## config.mk

```make
export PLATFORM = sky130hd
export DESIGN_NAME = complex_mult_seq
export DESIGN_NICKNAME = d
export VERILOG_FILES = /design/src/rtl/complex_mult_seq.sv
export SDC_FILE = /design/constraint.sdc
export NUM_CORES = 1
export LEC_CHECK = 0
export BUFFER_PORTS_ARGS = -buffer_cell sky130_fd_sc_hd__buf_4
export CAP_MARGIN = 20
export CORE_ASPECT_RATIO = 1.2
export CORE_MARGIN = 2
export CORE_UTILIZATION = 35
export CTS_CLUSTER_SIZE = 12
export DETAILED_ROUTE_END_ITERATION = 12
export PLACE_DENSITY = 0.6
export SLEW_MARGIN = 20
export SYNTH_ARGS = -nofsm -noshare
export SYNTH_HDL_FRONTEND = slang
export SYNTH_SLANG_ARGS = --single-unit
```

## constraint.sdc

```tcl
create_clock -name clk -period 20.2 [get_ports clk]
set_input_delay 3.03 -clock clk [delete_from_list [all_inputs] [get_ports clk]]
set_output_delay 3.03 -clock clk [all_outputs]
set_load 0.01 [all_outputs]
```

## src/rtl/complex_mult_seq.sv

```systemverilog
// complex_mult_seq
//   Sequential signed complex multiplier: a*b, or a*conj(b) when conj_in=1.
//   One registered multiplier is time-shared over the three Gauss partial
//   products, giving one result every four cycles at full throughput.
//   Results are rounded half-up after an arithmetic right shift by SHIFT.
//
// Ports
//   clk, rst_n            clock, synchronous active-low reset
//   in_valid / in_ready   input handshake (in_ready combinational, no in_valid path)
//   conj_in               multiply by conj(b); captured with the sample
//   re_a, im_a            operand a (signed, DW bits)
//   re_b, im_b            operand b (signed, DW bits)
//   out_valid / out_ready output handshake; result held until accepted
//   re_out, im_out        result (signed, OW bits)
//   busy                  FSM not idle
module complex_mult_seq #(
   parameter  int unsigned DW    = 8,
   parameter  int unsigned SHIFT = 0,
   localparam int unsigned OW    = 2*DW + 1 - SHIFT
) (
   input  logic                 clk,
   input  logic                 rst_n,
   input  logic                 in_valid,
   output logic                 in_ready,
   input  logic                 conj_in,
   input  logic signed [DW-1:0] re_a,
   input  logic signed [DW-1:0] im_a,
   input  logic signed [DW-1:0] re_b,
   input  logic signed [DW-1:0] im_b,
   output logic                 out_valid,
   input  logic                 out_ready,
   output logic signed [OW-1:0] re_out,
   output logic signed [OW-1:0] im_out,
   output logic                 busy
);

   localparam int unsigned PW = 2*DW + 2;   // product / partial-sum width
   localparam int unsigned YW = DW + 2;     // wide multiplier operand width

   // Half-LSB rounding constant; evaluates to zero when SHIFT == 0
   localparam logic signed [PW-1:0] RND = (PW'(1) << SHIFT) >> 1;

   typedef enum logic [2:0] {
      IDLE = 3'd0,
      MUL1 = 3'd1,
      MUL2 = 3'd2,
      MUL3 = 3'd3,
      FIN  = 3'd4
   } state_t;

   state_t state;
   state_t state_nxt;
   logic   accept;
   logic   fin_wr;

   // Captured operands: a=re_a, b=im_a, c=re_b, d=+/-im_b (one bit wider)
   logic signed [DW-1:0] op_a;
   logic signed [DW-1:0] op_b;
   logic signed [DW-1:0] op_c;
   logic signed [DW:0]   op_d;

   // Partial products
   logic signed [PW-1:0] p_reg;
   logic signed [PW-1:0] k1_reg;
   logic signed [PW-1:0] k2_reg;

   // Shared multiplier operands and product
   logic signed [DW-1:0] mul_x;
   logic signed [YW-1:0] mul_y;
   logic signed [PW-1:0] prod;

   logic signed [DW:0]   im_b_ext;
   logic signed [DW:0]   d_in;

   // Round half-up, arithmetic shift, truncate to output width
   function automatic logic signed [OW-1:0] rnd(input logic signed [PW-1:0] x);
      logic signed [PW-1:0] t;
      t = (x + RND) >>> SHIFT;
      return t[OW-1:0];
   endfunction

   // State register
   always_ff @(posedge clk) begin
      if (!rst_n) begin
         state <= IDLE;
      end else begin
         state <= state_nxt;
      end
   end

   // Next-state and handshake control
   always_comb begin
      state_nxt = state;
      in_ready  = 1'b0;
      fin_wr    = 1'b0;
      case (state)
         IDLE: begin
            in_ready = 1'b1;
            if (in_valid) begin
               state_nxt = MUL1;
            end
         end
         MUL1: state_nxt = MUL2;
         MUL2: state_nxt = MUL3;
         MUL3: state_nxt = FIN;
         FIN: begin
            // Result slot is free if empty or being drained this cycle
            if (!out_valid || out_ready) begin
               fin_wr    = 1'b1;
               in_ready  = 1'b1;
               state_nxt = in_valid ? MUL1 : IDLE;
            end
         end
         default: state_nxt = IDLE;
      endcase
      if (!rst_n) begin
         in_ready = 1'b0;
         fin_wr   = 1'b0;
      end
   end

   assign accept = in_valid && in_ready;
   assign busy   = (state != IDLE);

   // Conjugation folded into d; the extra bit keeps -(-2^(DW-1)) exact
   always_comb begin
      im_b_ext = (DW+1)'(im_b);
      d_in     = conj_in ? -im_b_ext : im_b_ext;
   end

   // Operand select for the shared multiplier: k1=c(a+b), k2=a(d-c), k3=b(c+d)
   always_comb begin
      mul_x = '0;
      mul_y = '0;
      case (state)
         MUL1: begin
            mul_x = op_c;
            mul_y = YW'(op_a) + YW'(op_b);
         end
         MUL2: begin
            mul_x = op_a;
            mul_y = YW'(op_d) - YW'(op_c);
         end
         MUL3: begin
            mul_x = op_b;
            mul_y = YW'(op_c) + YW'(op_d);
         end
         default: begin
            mul_x = '0;
            mul_y = '0;
         end
      endcase
      prod = PW'(mul_x) * PW'(mul_y);
   end

   // Datapath: operand capture, partial-product pipeline and result register
   always_ff @(posedge clk) begin
      if (!rst_n) begin
         op_a      <= '0;
         op_b      <= '0;
         op_c      <= '0;
         op_d      <= '0;
         p_reg     <= '0;
         k1_reg    <= '0;
         k2_reg    <= '0;
         re_out    <= '0;
         im_out    <= '0;
         out_valid <= 1'b0;
      end else begin
         if (accept) begin
            op_a <= re_a;
            op_b <= im_a;
            op_c <= re_b;
            op_d <= d_in;
         end

         case (state)
            MUL1: p_reg <= prod;
            MUL2: begin
               k1_reg <= p_reg;
               p_reg  <= prod;
            end
            MUL3: begin
               k2_reg <= p_reg;
               p_reg  <= prod;
            end
            default: ;
         endcase

         // A new result takes priority over clearing on a downstream transfer
         if (fin_wr) begin
            re_out    <= rnd(k1_reg - p_reg);
            im_out    <= rnd(k1_reg + k2_reg);
            out_valid <= 1'b1;
         end else if (out_valid && out_ready) begin
            out_valid <= 1'b0;
         end
      end
   end

endmodule

```

* After elaboration in Yosys (flattened, before gate mapping)
Index checks and enable logic that the tools add are counted.
Widths: inputs -> output; s select.
** Storage, ports and cells
- Word-level logic and storage cells :: 47
- Bits in writable memories :: 0
- Output and inout bits :: 37
- Flip-flop bits (word level) :: 122
- Input port bits :: 37
- ROM bits :: 0
- Bits in latches :: 0
- Memories kept :: 0
** Operators by class
- Bitwise operators :: 0
- Add/subtract/negate cells :: 6
- Divide/modulo/power cells :: 0
- $mul :: 1
- Reductions and logical operators :: 9
- Eq/ne operators :: 6
- Muxes and demuxes :: 14
- Magnitude comparators :: 0
- Shift-type cells :: 0
** Operators by type and width (count)
- $pmux 10 s3 :: 1
- $pmux 8 s3 :: 1
- $add 17x17->17 :: 1
- $mul 8x10->17 :: 1
- $sub 17x17->17 :: 1
- $pmux 3 s5 :: 1
- $add 8x9->10 :: 1
- $sub 9x8->10 :: 1
- $add 8x8->9 :: 1
- $mux 9 :: 1
- $neg 8->9 :: 1
- $mux 1 :: 7
- $eq 3x2->1 const B :: 2
- $mux 3 :: 2
- $ne 2x2->1 const B :: 2
- $eq 3x1->1 const B :: 1
- $eq 3x3->1 const B :: 1
- $logic_not 3->1 :: 1
- $reduce_bool 3->1 :: 1
- $reduce_or 3->1 :: 1
- $logic_and 1x1->1 :: 2
- $pmux 1 s2 :: 1
- $reduce_and 2->1 :: 1
- $reduce_bool 2->1 :: 1
- other kinds (2) :: 2

* Depth between registers and ports, before layout
- Depth in word-level cells :: 6
- Mapped depth :: 33
- Gate-level depth less buffers :: 30

* Worst setup path after synthesis
Ideal clock, no wire load.
- Path kind :: register to register
- From :: register state[0]
- To :: register p_reg[16]
- Data required time :: 20127 ps
- Library setup time :: 73 ps
- Arrival time :: 6655 ps
- Cell stages (with the launch flop) :: 30
- Setup slack :: 13472 ps
- Path buffers :: 4
- Clock period less this slack :: 6728 ps
- Cells stage by stage :: dfxtp_1 buf_2 buf_2 buf_1 nand2_1 clkbuf_1 nand2_1 o21ai_0 fa_1 a21o_1 a21oi_1 o21ai_0 xor2_1 a32oi_1 nor2_1 fa_1 inv_1 fa_1 inv_1 fa_1 inv_1 fa_1 inv_1 ha_1 o21ai_0 a21boi_0 o41ai_1 a31oi_1 a2111o_1 o211ai_2
** On the way
- Cells in the longest elaborated chain, start to end :: 3
- Elaborated cells between the ends (all ways) :: 7
- Those cells by class :: mul (1); eq/ne (3); mux (2); reduce/logical (1)
** Ends and longest elaborated chain
- start, declared :: line 51 : state_t state;
- start signal, assigned :: line 87 : state <= state_nxt;
- $eq 3x2->1 / $eq 3x1->1 (equally long branches) :: line 135, 177
- $pmux 8 s3 / $pmux 10 s3 (equally long branches) :: line 135 : case (state)
- $mul 8x10->17 :: line 153 : prod = PW'(mul_x) * PW'(mul_y);
- end signal, assigned :: line 178 : MUL1: p_reg <= prod;
- end signal, assigned :: line 181 : p_reg <= prod;
- end signal, assigned :: line 185 : p_reg <= prod;
- end, declared :: line 63 : logic signed [PW-1:0] p_reg;
Several ways; a longest one is shown, not always the timed one.
A chain may end at the register's enable or synchronous reset.

* Worst setup path after layout
- From :: register state[1]
- To :: register p_reg[16]
The elaborated chain is that of the path after synthesis.

==> flow_results.xml <==
<?xml version="1.0" encoding="UTF-8"?>
<metrics>
  <group name="outcome">
    <metric name="status" unit="">finished, final reports clean</metric>
  </group>
  <group name="power">
    <metric name="peakVddDrop" unit="mV">0.04135</metric>
    <metric name="power_density" unit="nW/um^2">61.02</metric>
    <metric name="p_leak" unit="nW">4.700</metric>
  </group>
  <group name="sta">
    <metric name="report.final.slew_viol_count" unit="">0</metric>
    <metric name="whs" unit="ps">448.2</metric>
    <metric name="fin_crit_sh" unit="">0.4153</metric>
    <metric name="worst_slew_pin_slew" unit="ps">1077</metric>
    <metric name="setup_viol" unit="">0</metric>
    <metric name="slew_headroom" unit="">0.2821</metric>
    <metric name="fin_setup_tns" unit="ps">0</metric>
    <metric name="maxClockFrequency" unit="MHz">119.2</metric>
    <metric name="fin_skew" unit="ps">7.876</metric>
    <metric name="grt_setup_unrepaired" unit="">no</metric>
    <metric name="min_period" unit="ps">8389</metric>
    <metric name="timing_hold_violations_final" unit="">0</metric>
  </group>
  <group name="global_routing">
    <metric name="grt_antenna_before_repair" unit="">0</metric>
    <metric name="gr-total-overflow" unit="">0</metric>
    <metric name="grt_util_all_layers" unit="">0.1645</metric>
    <metric name="pin_count_of_the_biggest_net_entering_global_routing" unit="">76</metric>
    <metric name="grt_pass1_wl" unit="mm">39.18</metric>
    <metric name="vias_in_the_first_global_route" unit="">8117</metric>
  </group>
  <group name="min_path">
    <metric name="hold_path.class" unit="">flip-flop to flip-flop</metric>
  </group>
  <group name="synthesis">
    <metric name="synth-seq-area-share" unit="">0.2477</metric>
    <metric name="syn-num-nets" unit="">1420</metric>
    <metric name="synth_enable_flop_cells" unit="">0</metric>
    <metric name="synth_cell_type_count" unit="">60</metric>
    <metric name="avgSynthCellArea" unit="sq um">8.011</metric>
    <metric name="yosysWarningCount" unit="">0</metric>
    <metric name="postSynthCellCount" unit="">1231</metric>
    <metric name="yosys_most_used_dff" unit="">sky130_fd_sc_hd__dfxtp_1</metric>
    <metric name="post_synth_instance_area" unit="sq um">9862</metric>
    <metric name="async_reset_ff_frac" unit="">0</metric>
    <metric name="synth-seq-cells" unit="">122</metric>
  </group>
  <group name="critical_path">
    <metric name="startpoint_types" unit="">flip-flop</metric>
    <metric name="timing.critical_path.max_delay_family" unit="">compound AO/OA/AOI/OAI gates</metric>
    <metric name="critical_path.n_buffers_inverters" unit="">4</metric>
    <metric name="worst_setup_path_end_kind" unit="">flip-flop</metric>
    <metric name="setup.worst_path.class" unit="">flip-flop to flip-flop</metric>
    <metric name="worst_path_max_delay_cell" unit="">sky130_fd_sc_hd__dfxtp_1</metric>
    <metric name="worst-endpoint-arrival" unit="ps">8740</metric>
    <metric name="worstPathMaxFanout" unit="">27</metric>
    <metric name="cpPeakStageDelay" unit="ps">850</metric>
    <metric name="worstPathRequired" unit="ps">20560</metric>
  </group>
  <group name="clock_network">
    <metric name="cts_hold_buf" unit="">0</metric>
    <metric name="worstSkewPairLatency" unit="ps">430</metric>
    <metric name="tritoncts_clock_tree" unit="">done</metric>
    <metric name="path_clk_slew" unit="ps">60</metric>
    <metric name="h-tree-depth" unit="">4</metric>
    <metric name="clkSinkCount" unit="">122</metric>
    <metric name="clk_root_buffer_cell" unit="">sky130_fd_sc_hd__clkbuf_16</metric>
    <metric name="cts-root-to-sink-buffers" unit="">2</metric>
    <metric name="post_cts_setup_driven_buffer_insertion_count" unit="">0</metric>
    <metric name="num_cts_buffers" unit="">17</metric>
    <metric name="post_cts_resized" unit="">0</metric>
  </group>
  <group name="place">
    <metric name="port-buffer-count" unit="">73</metric>
    <metric name="hpwl" unit="mm">18.46</metric>
    <metric name="place.gp.congestion" unit="">0.9259</metric>
    <metric name="place_inst" unit="">1632</metric>
  </group>
  <group name="floorplan">
    <metric name="placeableCoreArea" unit="sq um">27830</metric>
    <metric name="chipHeight" unit="um">187.9</metric>
    <metric name="ioPinCount" unit="">74</metric>
    <metric name="initial_core_util" unit="">0.3543</metric>
    <metric name="placementRows" unit="">67</metric>
    <metric name="fp.dieArea" unit="sq um">29540</metric>
    <metric name="chipWidth" unit="um">157.2</metric>
  </group>
  <group name="detailed_routing">
    <metric name="detail_route.vias_per_cell" unit="">4.928</metric>
    <metric name="initialDrtViolationCount" unit="">463</metric>
    <metric name="drcViolationCount" unit="">0</metric>
    <metric name="totalWireLength" unit="mm">23.32</metric>
    <metric name="detailedRoute.firstPassIterationCount" unit="">5</metric>
    <metric name="detail_route.wl_per_cell" unit="um">14.02</metric>
    <metric name="ant_nets" unit="">0</metric>
    <metric name="via_count" unit="">8196</metric>
  </group>
  <group name="run">
    <metric name="drv_cap" unit="">0</metric>
  </group>
  <group name="cells_and_area">
    <metric name="drive_above_1_share" unit="">0.1106</metric>
    <metric name="final_cell_count_no_fill" unit="">1663</metric>
    <metric name="layout-area-overhead-vs-synth" unit="%">14.22</metric>
    <metric name="n_fill_cell" unit="">2891</metric>
    <metric name="antenna_cells" unit="">0</metric>
    <metric name="fin_nets" unit="">1461</metric>
  </group>
</metrics>
## cell usage after synthesis, drive strengths merged, types with 10 or more instances
| cell type | number | area share |
|---|---|---|
| nand3 | 19 | 0.0096 |
| xor2 | 28 | 0.025 |
| nor2b | 10 | 0.0063 |
| buf | 17 | 0.0099 |
| or3 | 12 | 0.0076 |
| a211oi | 23 | 0.020 |
| o21a | 13 | 0.0099 |
| fa | 68 | 0.14 |
| dfxtp | 122 | 0.25 |
| nand2 | 216 | 0.082 |
| ha | 84 | 0.11 |
| nor3 | 12 | 0.0066 |
| inv | 119 | 0.045 |
| clkbuf | 40 | 0.015 |
| or2 | 10 | 0.0063 |
| a21oi | 127 | 0.064 |
| o21ai | 44 | 0.022 |
| xnor2 | 30 | 0.027 |
| nand2b | 22 | 0.014 |
| a21o | 24 | 0.018 |
| nor2 | 92 | 0.035 |
## power by group
group | total [mW] | switching [mW] | internal, mW | leakage (nW)
registers | 0.257 | 0.00974 | 0.247 | 0.987
clock network | 0.298 | 0.117 | 0.181 | 0.260
logic | 0.133 | 0.0810 | 0.0515 | 3.45
## worst min-delay path, cell delays in order, from the launching register on
cell and delay, ps:
sky130_fd_sc_hd__dfxtp_1 300, sky130_fd_sc_hd__nand2_1 50, sky130_fd_sc_hd__a21oi_1 50
## cell families (layout without fill, tap and decap cells)
kind of cell	count (synthesis)	after routing	synth area share
flip-flops	122	122	0.2477
adder cells (fa/ha/maj)	152	152	0.2446
AO/OA/AOI/OAI	289	289	0.1840
AND/OR/NAND/NOR	424	424	0.1914
XOR/XNOR	58	58	0.05151
multiplexers	9	9	0.01002
buffers and inverters	177	230	0.07079
## per-stage QoR
step | total power, mW | cell area, sq um | utilization | setup WS (ps)
global placement | 0.3924 | 10690 | 0.3840 | 12060
CTS | 0.6942 | 11260 | 0.4046 | 11840
finish | 0.6873 | 11260 | 0.4047 | 11810
global route | 0.7210 | 11260 | 0.4047 | 11030
detailed placement | 0.3936 | 10690 | 0.3840 | 11850
floorplan | 0.3574 | 9862 | - | 13470
## final cells by class
class / count / area, sq um / share of cell area
inverters: 120 / 451.7 / 0.04010
repair buffers: 79 / 593.1 / 0.05265
flip-flops and latches: 122 / 2442 / 0.2168
well taps: 379 / 474.2 / 0.04210
multi-input cells: 932 / 6729 / 0.5974
clock inverters: 14 / 148.9 / 0.01322
clock buffers: 17 / 425.4 / 0.03777
## final timing paths
check	startpoint	to	slack [ps]	depth (start not counted)
setup / recovery	state[1]	p_reg[16]	11810	25
hold / removal	im_out[8]	im_out[8]	450	2
setup reg to reg	state[1]	p_reg[16]	11810	25
hold reg to reg	im_out[8]	im_out[8]	450	2
## per-layer routing
layer	up-vias	track usage	share of wire
met4	0	0.05804	0.019
met1	3871	0.2102	0.47
met2	110	0.2778	0.49
li1	4187	-	-
met3	28	0.02820	0.025
met5	-	0	0
## cell usage in the layout, fill, tap and decap left out, types with 17 or more instances in the layout
master and count:
sky130_fd_sc_hd__ha_1 84, sky130_fd_sc_hd__dfxtp_1 122, sky130_fd_sc_hd__a21oi_1 127, sky130_fd_sc_hd__nor2_1 91
sky130_fd_sc_hd__nand3_1 19, sky130_fd_sc_hd__nand2_1 216, sky130_fd_sc_hd__nand2b_1 22, sky130_fd_sc_hd__o21ai_0 43
sky130_fd_sc_hd__inv_1 118, sky130_fd_sc_hd__a211oi_1 19, sky130_fd_sc_hd__clkbuf_16 17, sky130_fd_sc_hd__fa_1 68
sky130_fd_sc_hd__a21o_1 24, sky130_fd_sc_hd__xnor2_1 30, sky130_fd_sc_hd__xor2_1 28, sky130_fd_sc_hd__buf_4 79
No activity file was read; power rests on OpenSTA's default activity.
